===== src/rtl/io_intc.sv =====
// rtl/io_intc.sv - 8080 interrupt controller: edge-latched requests, mask, in-service nesting, RST n vector drive
// Vector is jammed onto the bus during the INTA read cycle; mask and EOI via OUT, pending/isr via IN.
module io_intc #(
  parameter int         XLEN      = 8,
  parameter logic [7:0] BASE_PORT = 8'h10
) (
  input  logic            clk,
  input  logic            rst,
  input  logic            sync,
  input  logic            dbin,
  input  logic            write_n,
  input  logic [7:0]      io_addr,
  input  logic [XLEN-1:0] data_in,
  output logic [XLEN-1:0] data_out,
  output logic            data_oe,
  input  logic [7:0]      irq,
  output logic            iint
);

  // 8080 status byte bit positions
  localparam int ST_INTA = 0;
  localparam int ST_OUT  = 4;
  localparam int ST_INP  = 6;

  typedef enum logic [1:0] {IDLE, ACK, DRIVE} state_t;

  state_t     r_state;
  logic [7:0] r_status;
  logic [7:0] r_irq_prev;
  logic [7:0] r_pending;
  logic [7:0] r_mask;
  logic [7:0] r_isr;
  logic [2:0] r_vec;
  logic       r_spur;

  logic [7:0] w_rise;
  logic [7:0] w_req;
  logic [7:0] w_req_low;
  logic [7:0] w_isr_low;
  logic [7:0] w_clr;
  logic [7:0] w_isr_eoi;
  logic [2:0] w_cand;
  logic       w_cand_vld;
  logic       w_exit;
  logic       w_wr_mask;
  logic       w_wr_eoi;
  logic [7:0] w_bus;
  logic       w_unused;

  assign w_rise    = irq & ~r_irq_prev;
  assign w_req     = r_pending & ~r_mask;
  assign w_req_low = w_req & (~w_req + 8'd1);
  assign w_isr_low = r_isr & (~r_isr + 8'd1);
  // Clearing the lowest set bit; a no-op when isr is already zero
  assign w_isr_eoi = r_isr & (r_isr - 8'd1);

  always_comb begin
    w_cand_vld = 1'b0;
    w_cand     = 3'd0;
    for (int i = 7; i >= 0; i--) begin
      if (w_req[i]) begin
        w_cand_vld = 1'b1;
        w_cand     = 3'(i);
      end
    end
  end

  // One-hot compare: a lower index is a numerically smaller one-hot value
  assign iint = w_cand_vld && (r_state == IDLE) &&
                ((r_isr == 8'd0) || (w_req_low < w_isr_low));

  assign w_exit    = (r_state == DRIVE) && !dbin && !r_spur;
  assign w_clr     = w_exit ? (8'd1 << r_vec) : 8'd0;
  assign w_wr_mask = r_status[ST_OUT] && !write_n && (io_addr == BASE_PORT);
  assign w_wr_eoi  = r_status[ST_OUT] && !write_n && (io_addr == BASE_PORT + 8'd1);

  always_ff @(posedge clk or posedge rst) begin
    if (rst) begin
      r_state    <= IDLE;
      r_status   <= 8'd0;
      r_irq_prev <= 8'd0;
      r_pending  <= 8'd0;
      r_mask     <= 8'hFF;
      r_isr      <= 8'd0;
      r_vec      <= 3'd0;
      r_spur     <= 1'b0;
    end else begin
      r_irq_prev <= irq;
      if (sync) r_status <= data_in[7:0];
      // A fresh edge on the vector being retired keeps it pending
      r_pending <= (r_pending & ~w_clr) | w_rise;
      r_isr     <= (w_wr_eoi ? w_isr_eoi : r_isr) | w_clr;
      if (w_wr_mask) r_mask <= data_in[7:0];
      case (r_state)
        IDLE: begin
          if (sync && data_in[ST_INTA]) begin
            r_state <= ACK;
            r_vec   <= w_cand;
            r_spur  <= !w_cand_vld;
          end
        end
        ACK:     if (dbin)  r_state <= DRIVE;
        DRIVE:   if (!dbin) r_state <= IDLE;
        default: r_state <= IDLE;
      endcase
    end
  end

  always_comb begin
    w_bus   = 8'd0;
    data_oe = 1'b0;
    if (r_state == DRIVE && dbin) begin
      data_oe = 1'b1;
      w_bus   = r_spur ? 8'hFF : (8'hC7 | {2'b00, r_vec, 3'b000});
    end else if (r_status[ST_INP] && dbin && io_addr == BASE_PORT) begin
      data_oe = 1'b1;
      w_bus   = r_pending;
    end else if (r_status[ST_INP] && dbin && io_addr == BASE_PORT + 8'd1) begin
      data_oe = 1'b1;
      w_bus   = r_isr;
    end
  end

  assign data_out = XLEN'(w_bus);
  assign w_unused = ^{r_status, data_in};

endmodule

===== config.mk =====
export PLATFORM = sky130hd
export DESIGN_NAME = io_intc
export DESIGN_NICKNAME = d
export VERILOG_FILES = /design/src/rtl/io_intc.sv
export SDC_FILE = /design/constraint.sdc
export NUM_CORES = 1
export LEC_CHECK = 0
export ABC_AREA = 1
export BUFFER_PORTS_ARGS = -buffer_cell sky130_fd_sc_hd__buf_2
export CAP_MARGIN = 20
export CORE_MARGIN = 5
export CORE_UTILIZATION = 55
export CTS_CLUSTER_SIZE = 10
export DETAILED_ROUTE_END_ITERATION = 10
export MAX_ROUTING_LAYER = met4
export PLACE_DENSITY_LB_ADDON = 0.25
export SLEW_MARGIN = 20
export SYNTH_ARGS = -nofsm -noshare
export SYNTH_HDL_FRONTEND = slang
export SYNTH_SLANG_ARGS = --single-unit

===== constraint.sdc =====
create_clock -name clk -period 2.7 [get_ports clk]
set_input_delay 0.54 -clock clk [delete_from_list [all_inputs] [get_ports clk]]
set_output_delay 0.54 -clock clk [all_outputs]
set_load 0.1 [all_outputs]

==> After elaboration in Yosys (flattened, before gate mapping) <==
Cells that the tools add are included.
{ "word_totals": {"latchBits": 0, "output_inout_bits": 10, "romBits": 0, "memories": 0, "register_bits": 45, "word_cells": 83, "in_bits": 29, "ramBits": 0} }
{ "classes": {"bitwise": 13, "shifts": 1, "n_mul": 0, "n_mux": 29, "add_sub_neg": 3, "n_div": 0, "magnitude_cmp": 1, "reduce_logical": 21, "eq_ne": 7} }
{ "ops": {"columns": ["cell", "n"], "rows": [
  ["8-bit AND", 6],
  ["8-bit 2-to-1 mux", 5],
  ["8-bit NOT", 5],
  ["3-bit 2-to-1 mux", 8],
  ["8-bit by 1-bit adder with 8-bit output (second input constant)", 2],
  ["8-bit by 5-bit == test with 1-bit output (second input constant)", 2],
  ["8-bit bitwise OR", 2],
  ["1-bit logical AND", 12],
  ["1-bit 2-to-1 mux", 11],
  ["8-bit zero test", 1],
  ["8-bit less-than comparator", 1],
  ["1-bit by 3-bit left shift with 8-bit output (first input constant)", 1],
  ["8-bit by 1-bit subtractor with 8-bit output (second input constant)", 1],
  ["2-bit 2-to-1 mux", 3],
  ["6-bit 2-to-1 mux", 1],
  ["2-bit case mux with 3 select lines", 1],
  ["1-bit zero test", 4],
  ["2-bit inequality test (second input constant)", 2],
  ["3-bit AND reduction", 1],
  ["2-bit by 1-bit == test with 1-bit output (second input constant)", 1],
  ["2-bit == test (second input constant)", 1],
  ["2-bit zero test", 1],
  ["2-bit by 1-bit inequality test with 1-bit output (second input constant)", 1],
  ["2-bit AND reduction", 1],
  ["1-bit logical OR", 1]
]} }

==> Logic depth before layout (Yosys ltp) <==
{ "logic_depth": {"ltp_word": 12, "mapped_depth": 14, "mapped_depth_nobuf": 14} }

==> Worst setup path after synthesis <==
Ideal clock, no wire load.
{ "synth_timing": {"path_type": "input to output", "startpoint": "in io_addr[7]", "endpoint": "out data_out[1]", "setup_slack_ps": -979, "cell_stages": 5, "t_arrival_ps": 3139, "path_cell_list": "nor2_1 > nand3_2 > nor2_4 > nand2_1 > o21ai_0"} }
{ "synth_between": {"elab_chain_cells": 5, "word_cells_on_any_way": 7, "cone_classes": "eq/ne: 2; mux: 3; reduce/logical: 2"} }
{ "synth_rtl": {"columns": ["item", "line_no", "rtl"], "rows": [
  ["from (decl)", "12", "input logic [7:0] io_addr,"],
  ["8-bit by 5-bit == test with 1-bit output", "118", "end else if (r_status[ST_INP] && dbin && io_addr == BASE_PORT + 8'd1) begin"],
  ["1-bit logical AND", "118", null],
  ["8-bit 2-to-1 mux", "118", null],
  ["8-bit 2-to-1 mux (*)", "115", "end else if (r_status[ST_INP] && dbin && io_addr == BASE_PORT) begin"],
  ["8-bit 2-to-1 mux (*)", "112", "if (r_state == DRIVE && dbin) begin"],
  ["to (decl)", "14", "output logic [XLEN-1:0] data_out,"]
]} }
Mark *: on every way between the ends. The rest lies on a longest branch, timed or not.

==> Worst setup path after layout <==
{ "layout_timing": {"startpoint": "reg r_mask[0]", "endpoint": "out iint"} }
{ "layout_between": {"elab_chain_cells": 8, "word_cells_on_any_way": 10, "cone_classes": "add/sub: 1; order compare: 1; mux: 1; bitwise: 4; reduce/logical: 3"} }
{ "layout_rtl": {"columns": ["item", "line_no", "rtl"], "rows": [
  ["from (decl)", "31", "logic [7:0] r_mask;"],
  ["from (signal assigned)", "93", "if (w_wr_mask) r_mask <= data_in[7:0];"],
  ["8-bit NOT (*)", "51", "assign w_req = r_pending & ~r_mask;"],
  ["8-bit AND (*)", "51", null],
  ["8-bit NOT", "52", "assign w_req_low = w_req & (~w_req + 8'd1);"],
  ["8-bit by 1-bit adder with 8-bit output", "52", null],
  ["8-bit AND", "52", null],
  ["8-bit less-than comparator", "70", "((r_isr == 8'd0) || (w_req_low < w_isr_low));"],
  ["1-bit logical OR", "70", null],
  ["1-bit logical AND (*)", "69", "assign iint = w_cand_vld && (r_state == IDLE) &&"],
  ["to (decl)", "17", "output logic iint"]
]} }
Marks and branches as above.

==> flow_summary.ini <==
[logic_synthesis]
synth_nets = 309
syn_avg_cell_area_um2 = 7.92
syn_inst = 273
yosysWarnings = 0
ys_seq_area_share_pct = 46.8
synth_cell_types = 28
synth_seq_cells = 40
syn_area_um2 = 2160

[die]
coreArea_um2 = 3740
fp.dieArea_um2 = 5280
rows = 22
die_y_um = 72.7
die_width_um = 72.7
io_pins = 39
initial_core_util_pct = 57.7

[pwr]
leakage_uw = 0.00146
peakVddDrop_mv = 0.445
comb_power_share_pct = 27.5
switchingPower_uw = 551
power_density_nw_per_um2 = 564
pwr-share-seq_pct = 42.7
pwr-share-clk_pct = 29.8
p_int_uw = 1080
sw_frac_of_total_pct = 33.8

[clocking]
cts_tree = done
cts.path.max_buffers = 2
h-tree-depth = 2
clock_sinks = 40
clk_latency_ps = 300
root_buffer = clkbuf_8
clk_pin_slew_ps = 80
cts_buffers = 5

[finish]
drive_gt1_share_pct = 32.7
syn_to_final_growth_pct = 33.9
fin_nets = 374
seqCellArea_um2 = 1010
n_antenna_cell = 0
n_fill_cell = 267
multi_input_area_um2 = 1080

[setup_path]
end_kind = output pin
cp_max_fo = 5
r2r_end = r_isr[6]$_DFF_PP0_
worst_r2r_path_depth = 17
r2r_slack_ps = 370
cp-start-kind = flip-flop
r2r_start = r_isr[3]$_DFF_PP0_
critical_path_class = flip-flop to output pin
crit_required_ps = 2160
crit_arrival_ps = 2300

[place]
place_congestion = 0.960
port-buffer-count = 38
dp_hpwl_um = 4170
dp_slack_ps = 85.7

[sta]
finalCritPeriodShare_pct = 105
rsz0062_at_grt = yes
hold_viol = 0
setup_tns_ps = -142
timing.final.ws_setup_ps = -142
slew-limit-headroom_pct = 67.4
slew_violations = 0
skew_ps = 6.33
setup_viol = 1
period_needed_ps = 2840
worstMarginPinSlew_ps = 489
max_freq_mhz = 352

[detailed_routing]
drt-vias-per-instance = 5.45
drc = 0
firstDrtPassIters = 5
drt_iter0_drc = 255
num_vias = 2108
wirelength_um = 5930
wire_per_inst_um = 15.3
antenna_left = 0

[run_status]
status = finished with violations
violations = setup timing

[global_route]
grt_max_degree = 41
grt_pass1_wl_um = 9690
grt_usage_pct = 25.0
grt_pass1_vias = 2120
gr-total-overflow = 0
antenna_found_initial = 0

[worst_hold_path]
hold_class = primary input to asynchronous set/reset pin

[job]
maxCapViolations = 0
cell usage in the layout (no fill, tap or decap), types with 3 or more instances in the layout:
master and n:
buf_12 8, nand3_1 14, nand2_1 51, ha_1 7, nand2_4 4, o21ai_1 3
nor2_2 4, buf_2 30, buf_4 21, a21oi_1 11, dfrtp_1 32, o21ai_0 36
inv_2 3, dfstp_2 8, nor2_4 6, clkbuf_8 5, nand2_2 5, nor2_1 24
inv_1 40
flip-flops by register name, summed over array words and instances, names as in the netlist:
name        cells
r_irq_prev      8
r_isr           8
r_mask          8
r_pending       8
r_spur          1
r_state         2
r_status        2
r_vec           3
routing by layer:
layer | part of all wire (%) | routed length (um) | global-route usage (%)
met5 | 0 | 0 | -
met4 | 4.2 | 252 | 12.9
met3 | 8.6 | 511 | 5.23
met2 | 50 | 2950 | 41.1
met1 | 37 | 2220 | 28.6
power groups by stage:
| stage | sequential, uW | combinational [uW] | clock, uW |
|---|---|---|---|
| CTS | 693 | 434 | 488 |
| global placement | 704 | 399 | 0 |
| finish | 696 | 449 | 487 |
| detailed placement | 705 | 406 | 0 |
| floorplan | 693 | 276 | 0 |
| global route | 703 | 491 | 515 |
stage by stage:
stage                     hold WS (ps)  std cells  power (uW)  util [%]  instance area (um^2)
after detailed placement           409        362        1110      69.4                  2600
after global placement             402        362        1100      69.4                  2600
after CTS                          350        386        1620      76.7                  2870
after floorplan                    400        273         969         -                  2210
after global routing               342        387        1710      77.3                  2890
final                              352        387        1630      77.3                  2890
cell type report:
| class | instances | area share (%) |
|---|---|---|
| Multi-Input combinational cell | 188 | 37.2 |
| Sequential cell | 40 | 34.9 |
| Timing Repair Buffer | 59 | 16.2 |
| Inverter | 44 | 5.79 |
| Clock buffer | 5 | 2.38 |
| Tap cell | 48 | 2.08 |
| Clock inverter | 3 | 1.47 |
cells by family after synthesis:
kind of cell / Yosys count / share of synthesized area (%)
mux: 4 / 2.43
simple gates: 118 / 24.3
fa+ha+maj: 7 / 4.05
buf+inv: 45 / 8.16
compound gates: 59 / 14.3
flops: 40 / 46.8
synth_stat cells, drive strengths merged:
library cell | number | area share [%]
a22oi | 1 | 0.35
nand3b | 2 | 0.69
nor3 | 2 | 0.46
nand2 | 60 | 11
dfstp | 8 | 9.7
o21ai | 40 | 9.3
nor2 | 34 | 7.1
o211ai | 1 | 0.35
o22ai | 1 | 0.29
buf | 1 | 0.52
o31ai | 1 | 0.35
mux2 | 4 | 2.4
o21bai | 1 | 0.35
dfrtp | 32 | 37
inv | 44 | 7.6
ha | 7 | 4.1
o21a | 1 | 0.35
nand3 | 15 | 3.7
or2 | 4 | 1.2
nand4 | 1 | 0.29
a21oi | 13 | 3.0
worst max-delay path by stage:
stage / startpoint / end / cells past startpoint
6_report: r_mask[0]$_DFFE_PP1P_ / iint / 12
5_1_grt: r_pending[1]$_DFF_PP0_ / iint / 13
4_1_cts: r_mask[1]$_DFFE_PP1P_ / iint / 11
3_5_place_dp: r_mask[2]$_DFFE_PP1P_ / iint / 11
3_3_place_gp: r_mask[1]$_DFFE_PP1P_ / iint / 11
2_1_floorplan: io_addr[3] / data_oe / 5
worst max-delay path: stages, from the launching register on:
cell and delay [ps]:
dfstp_2 530, inv_2 50, nand2_4 80, nand2_4 70
nor2_4 140, inv_4 70, nor3_2 110, ha_1 280
a21oi_2 150, o21a_1 140, nand2_2 60, a21oi_4 140
buf_12 180
timing repair:
item                                    4_1_cts  5_1_grt
setup buffers                                16        1
pin swaps                                    10        2
cloned                                        0        0
endpoints found under the setup margin        1        1
resized for setup                            12        6
hold buffers                                  0        0
Power figures use the tool's default switching activity.
